$ cat config.mk
export PLATFORM = sky130hd
export DESIGN_NAME = vga_timing_ctrl
export DESIGN_NICKNAME = d
export VERILOG_FILES = /design/src/rtl/vga_timing_ctrl.sv
export SDC_FILE = /design/constraint.sdc
export NUM_CORES = 1
export LEC_CHECK = 0
export ABC_AREA = 1
export BUFFER_PORTS_ARGS = -buffer_cell sky130_fd_sc_hd__buf_2
export CORE_ASPECT_RATIO = 0.8
export CORE_UTILIZATION = 25
export DETAILED_ROUTE_END_ITERATION = 10
export GPL_TIMING_DRIVEN = 0
export SLEW_MARGIN = 20
export SYNTH_ARGS = -nofsm -noshare
export SYNTH_HDL_FRONTEND = slang
export SYNTH_SLANG_ARGS = --single-unit
$ cat constraint.sdc
create_clock -name clk -period 11.2 [get_ports clk]
set_input_delay 1.68 -clock clk [delete_from_list [all_inputs] [get_ports clk]]
set_output_delay 1.68 -clock clk [all_outputs]
set_load 0.01 [all_outputs]
$ cat src/rtl/vga_timing_ctrl.sv
// vga_timing_ctrl: programmable video raster timing generator with frame-synchronous config apply
//   clk, rst (async, active-high), en (pixel clock enable)
//   cfg_we/cfg_addr/cfg_data : write one shadow timing register
//   cfg_commit / cfg_pending : request / flag for shadow -> active copy at the next frame end
//   pix_x, pix_y, blank, de, hsync, vsync, line_start, frame_start : registered raster outputs
module vga_timing_ctrl #(
   parameter int C = 10
) (
   input  logic         clk,
   input  logic         rst,
   input  logic         en,
   input  logic         cfg_we,
   input  logic [2:0]   cfg_addr,
   input  logic [C-1:0] cfg_data,
   input  logic         cfg_commit,
   output logic         cfg_pending,
   output logic [C-1:0] pix_x,
   output logic [C-1:0] pix_y,
   output logic         blank,
   output logic         de,
   output logic         hsync,
   output logic         vsync,
   output logic         line_start,
   output logic         frame_start
);
   // h_blank_start, h_sync_start, h_sync_end, h_total, v_blank_start, v_sync_start, v_sync_end, v_total
   localparam logic [C-1:0] DEF [8] = '{C'(640), C'(656), C'(752), C'(800),
                                        C'(480), C'(490), C'(492), C'(525)};
   logic [C-1:0] a [8];
   logic [C-1:0] s [8];
   logic [C-1:0] hc, vc;
   logic [C:0]   hn, vn;
   logic         hw, vw, ap, hb, vb, hs, vs;
   // wrap compares run one bit wider so a total at the top of the range still wraps
   always_comb begin
      hn = {1'b0, hc} + (C+1)'(1);
      vn = {1'b0, vc} + (C+1)'(1);
      hw = hn >= {1'b0, a[3]};
      vw = vn >= {1'b0, a[7]};
      ap = en & hw & vw & cfg_pending;
      hb = hc >= a[0];
      vb = vc >= a[4];
      hs = (hc >= a[1]) && (hc < a[2]);
      vs = (vc >= a[5]) && (vc < a[6]);
   end
   always_ff @(posedge clk or posedge rst)
      if (rst) begin
         hc          <= '0;
         vc          <= '0;
         cfg_pending <= 1'b0;
         pix_x       <= '0;
         pix_y       <= '0;
         blank       <= 1'b1;
         de          <= 1'b0;
         hsync       <= 1'b0;
         vsync       <= 1'b0;
         line_start  <= 1'b0;
         frame_start <= 1'b0;
         for (int i = 0; i < 8; i++) begin
            a[i] <= DEF[i];
            s[i] <= DEF[i];
         end
      end else begin
         if (en) begin
            pix_x       <= hc;
            pix_y       <= vc;
            blank       <= hb | vb;
            de          <= ~(hb | vb);
            hsync       <= hs;
            vsync       <= vs;
            line_start  <= hc == '0;
            frame_start <= (hc == '0) && (vc == '0);
            hc          <= hw ? '0 : hn[C-1:0];
            if (hw)
               vc <= vw ? '0 : vn[C-1:0];
         end
         // apply copies the pre-write shadow; a same-cycle write lands in the shadow only
         if (ap)
            for (int i = 0; i < 8; i++)
               a[i] <= s[i];
         if (cfg_we)
            s[cfg_addr] <= cfg_data;
         cfg_pending <= ap ? cfg_commit : (cfg_pending | cfg_commit);
      end
endmodule

**Yosys cells after proc, flatten, opt, wreduce, memory -nomap -nowiden**

Index checks and enable logic that the tools add are counted.

- Bits of input ports: 18
- Bits in registers: 207
- Output and inout bits: 27
- Word-level logic and storage cells: 59

- Reduce and logical (&&, ||, !) cells: 7
- Magnitude comparators: 10
- Bitwise operators: 7
- Add/subtract/negate cells: 2
- Muxes and demuxes: 6

Operators with widths:

| operator | number |
|---|---|
| $bwmux W80 | 1 |
| $ge A10 B10 Y1 | 4 |
| $demux W10 S3 | 1 |
| $mux W10 | 3 |
| $add A10 B1 Y11 const B | 2 |
| $ge A11 B10 Y1 | 2 |
| $logic_not A10 Y1 | 2 |
| $lt A10 B10 Y1 | 2 |
| $ge A4 B4 Y1 const B | 1 |
| $logic_and A1 B1 Y1 | 4 |
| $lt A4 B1 Y1 const B | 1 |
| $not A3 Y4 | 1 |
| $and A1 B1 Y1 | 3 |
| $or A1 B1 Y1 | 2 |
| $reduce_and A2 Y1 | 1 |
| $mux W1 | 1 |
| $not A1 Y1 | 1 |

**Logic depth before layout (Yosys ltp)**

- Word-level depth: 6
- Depth in mapped cells: 19
- Gate-level depth less buffers: 18

**Least setup slack after synthesis**

OpenSTA, ideal clock, no wires.

- Kind: reg-to-reg
- Start: register hc[0]
- End: register a[20] (netlist bit)
- Stages on the path, launching flop included: 18
- Required time: 11.083 ns
- Clock period less this slack: 2.616 ns
- Data arrival time: 2.499 ns
- Buffers on the path: 1
- Slack: 8.584 ns
- Library setup time: 0.117 ns
- Cell sequence: dfrtp_1 -> inv_1 -> nor3_1 -> nand2_1 -> nor2_1 -> xor2_1 -> inv_1 -> ha_1 -> nand2_1 -> inv_1 -> nand2_1 -> a21oi_1 -> nor2_2 -> nor2_8 -> nand3_4 -> buf_6 -> nand2_1 -> nand2_1

- Longest elaborated chain between the ends: 5

RTL lines:

| element | line | source |
|---|---|---|
| from (decl) | 31 | `logic [C-1:0] hc, vc;` |
| from (signal assigned) | 73 | `hc <= hw ? '0 : hn[C-1:0];` |
| $add A10 B1 Y11 | 36 | `hn = {1'b0, hc} + (C+1)'(1);` |
| $ge A11 B10 Y1 | 38 | `hw = hn >= {1'b0, a[3]};` |
| $and A1 B1 Y1 (3 in a row) | 40 | `ap = en & hw & vw & cfg_pending;` |
| to (signal, indexed assignment) | 60 | `a[i] <= DEF[i];` |
| to (signal, indexed assignment) | 80 | `a[i] <= s[i];` |
| to (decl) | 29 | `logic [C-1:0] a [8];` |

No other way between the ends.
A chain may end at the register's enable or synchronous reset.

**Worst setup path in the final report**

- Start: register hc[1]
- End: register a[29] (netlist bit)

The elaborated chain is that of the path after synthesis.

==> metrics.log <==
[metrics] result of the run: completed
[metrics] final setup violation count: 0
[metrics] TritonCTS clock tree: yes
[metrics] part of the cycle the worst path needs: 0.3164
[metrics] sequential-to-total area share from yosys stat: 0.4943
[metrics] global router's overall resource usage: 0.1339
[metrics] full die area: 43430 um2
[metrics] DRT antenna net count: 0
[metrics] Tmin final: 3.544 ns
[metrics] chip width: 232.8 um
[metrics] non-filler cells, final: 1846
[metrics] pin count of the biggest net entering global routing: 88
[metrics] net count after synthesis: 1307
[metrics] path type of the worst setup path: register to register
[metrics] Filler cells: 4434
[metrics] global route total overflow: 0
[metrics] max-slew violation count: 0
[metrics] # rows: 67
[metrics] post-synthesis cell count: 1207
[metrics] final-layout setup total negative slack: 0 ns
[metrics] first-pass GRT wire length: 45780 um
[metrics] DR vias: 8308
[metrics] number of buffers inserted for hold repair after clock tree synthesis: 0
[metrics] final hold violation count: 0
[metrics] final instance area: 12420 um2
[metrics] commonest cells after routing, fill and taps aside: 375 x nand2_1, 140 x dfrtp_1, 133 x inv_1
[metrics] H-tree depth: 1
[metrics] part of the power in combinational logic: 0.365
[metrics] Tightest Hold Check Type: register to register
[metrics] count of cell types in the netlist: 36
[metrics] nets: 1377
[metrics] clock network fraction of design power: 0.260
[metrics] Root Driver: clkbuf_16
[metrics] post-synthesis register bit count: 207
[metrics] total CTS buffers: 22
[metrics] leading cell type in the layout, fill and taps excluded: nand2_1
[metrics] worst-path maximum fanout: 10
[metrics] Req. time, crit path: 11.59 ns
[metrics] number of design-rule violations left by the first detailed-router iteration: 846
[metrics] gpl congestion: 0.8458
[metrics] routed length per placed instance: 15.46 um
[metrics] number of global-route vias before repair: 8081
[metrics] Longest Clk Path Bufs: 3
[metrics] Max-Cap Viols: 0
[metrics] area of the core: 41920 um2
[metrics] synthesis warning total: 0
[metrics] number of setup buffers added after CTS: 0
[metrics] Critical Path Source Type: register
[metrics] max-slew headroom at the worst pin: 0.4666
[metrics] clock latency reported for the late side of the worst-skew pair: 0.51 ns
[metrics] area of the mapped netlist: 10650 um2
[metrics] worst clock skew: 0.01415 ns
[metrics] starting density of the core: 0.2541
[metrics] buffers added on ports: 44
[metrics] internal power: 1935 uW
[metrics] Synth Area per Inst: 8.823 um2
[metrics] net load switching power: 1135 uW
[metrics] number of antenna violations at the first check in global routing: 1
[metrics] Routed Wire Length: 28550 um
[metrics] number of placed instances, taps included: 1805
[metrics] Max Freq: 0.2822 GHz
[metrics] layout cell share with drive strength beyond 1: 0.1508
[metrics] Critical Path AT: 3.93 ns
[metrics] share of total power consumed by net switching: 0.3697
[metrics] instance area at placement: 11620 um2
[metrics] first drt pass iteration count: 5
[metrics] standby leakage power: 0.006122 uW
[metrics] setup repair after global routing missed its margin: false
[metrics] part of the total power dissipated in sequential elements: 0.375
[metrics] power per standard cell area: 247.2 nW/um2
[metrics] per-cell via count in the routed design: 4.501
[metrics] post-detailed-route DRC marker count: 0
[metrics] boundary pin count: 45
[metrics] transition time at the pin with the least slew margin: 0.8001 ns
[metrics] worst ir drop on vdd: 120.3 uV
[metrics] P&R area growth vs syn: 16.66%
[metrics] kind of end point of the critical path: register
[metrics] vertical die dimension: 186.6 um
[metrics] clock transition at the registers of the reported paths: 0.06 ns
[metrics] Final Core Density: 0.2964
[metrics] post-CTS sizing: 0
[metrics] detailed placer's ending HPWL: 20500 um
[metrics] TritonCTS Sinks: 207
## path summary, 6_finish.rpt
kind	start	depth (start not counted)	slack, ns	end
max in group asynchronous	rst	3	9.27	blank
worst max register to register	hc[1]	17	7.66	a[29]
worst min-delay path	a[55]	2	0.46	a[55]
worst max-delay path	hc[1]	17	7.66	a[29]
worst min register to register	a[55]	2	0.46	a[55]
min in group asynchronous	rst	2	1.16	s[70]
## cell usage after synthesis, drive strengths merged
cell type,number,share of area
dfrtp,140,0.33
a21o,2,0.0014
buf,35,0.036
nor3,7,0.0033
nand4,89,0.053
clkinv,1,0.00035
clkbuf,22,0.0078
a211oi,2,0.0014
o21a,7,0.0049
a21oi,42,0.020
dfstp,67,0.17
inv,134,0.047
nand3,16,0.0087
a21boi,1,0.00071
nor2,54,0.022
o211ai,4,0.0028
o2111ai,2,0.0016
ha,82,0.096
xnor2,1,0.00082
o21ai,96,0.045
o22ai,7,0.0041
nand2,377,0.13
xor2,14,0.012
nor4,5,0.0029
## flip-flops by register name, summed over array words and instances (netlist names)
name,count
a,80
blank,1
cfg_pending,1
de,1
frame_start,1
hc,10
hsync,1
line_start,1
pix_x,10
pix_y,10
s,80
vc,10
vsync,1
## power groups by stage
| stage | Clock (uW) | Sequential [uW] | Combinational, uW |
|---|---|---|---|
| after CTS | 817 | 1150 | 1120 |
| after global routing | 846 | 1180 | 1280 |
| after floorplan | 0 | 1120 | 838 |
| after detailed placement | 0 | 1160 | 1110 |
| after global placement | 0 | 1150 | 1080 |
| final | 797 | 1150 | 1120 |
## stage by stage
stage | hold slack, ns | setup WS (ns) | power, uW
global route | 0.4684 | 7.421 | 3307
CTS | 0.4619 | 7.675 | 3090
finish | 0.4594 | 7.656 | 3071
global placement | 0.4484 | 1.618 | 2237
detailed placement | 0.4523 | 7.712 | 2275
floorplan | 0.4419 | 3.978 | 1957
## logic make-up (layout without fill, tap and decap cells)
| kind of cell | after synthesis | in the layout | synth area share |
|---|---|---|---|
| AND/OR/NAND/NOR | 548 | 548 | 0.2236 |
| flip-flops | 207 | 207 | 0.4943 |
| buffers and inverters | 192 | 278 | 0.09118 |
| AO/OA/AOI/OAI | 163 | 163 | 0.08225 |
| adder cells (fa/ha/maj) | 82 | 82 | 0.09635 |
| XOR/XNOR | 15 | 15 | 0.01234 |
| other | 0 | 1 | 0 |
## area by class of cell
class                      instances  area [um2]  area share
buffer                            57       464.2     0.03737
inverter                         135       514.2     0.04139
clock inverter                    11       160.2     0.01289
antenna                            1       2.502   0.0002014
timing repair buffer              46       275.3     0.02216
sequential                       207        5264      0.4237
tap                              552       690.7     0.05559
clock buffer                      29       638.1     0.05136
multi-input combinational        808        4414      0.3553
## routing by layer
layer | up-vias | global-route usage | wire [um]
met5 | - | 0 | 13
met4 | 2 | 0.02815 | 560
met3 | 45 | 0.02155 | 1540
met2 | 190 | 0.1845 | 11440
met1 | 3969 | 0.2144 | 14990
li1 | 4102 | - | -
## worst max-delay path, stage by stage, from the launching register on
cell     delay (ns)
dfrtp_1        0.57
inv_1          0.16
nor3_1         0.42
nand2_1        0.16
nor2_1         0.16
xor2_1         0.20
inv_1          0.07
ha_1           0.29
nand2_1        0.05
inv_1          0.06
nand2_1        0.04
a21oi_1        0.18
nor2_2         0.12
nor2_8         0.27
nand3_4        0.27
buf_6          0.25
nand2_1        0.07
nand2_1        0.06
(Power assumes the default switching activity.)
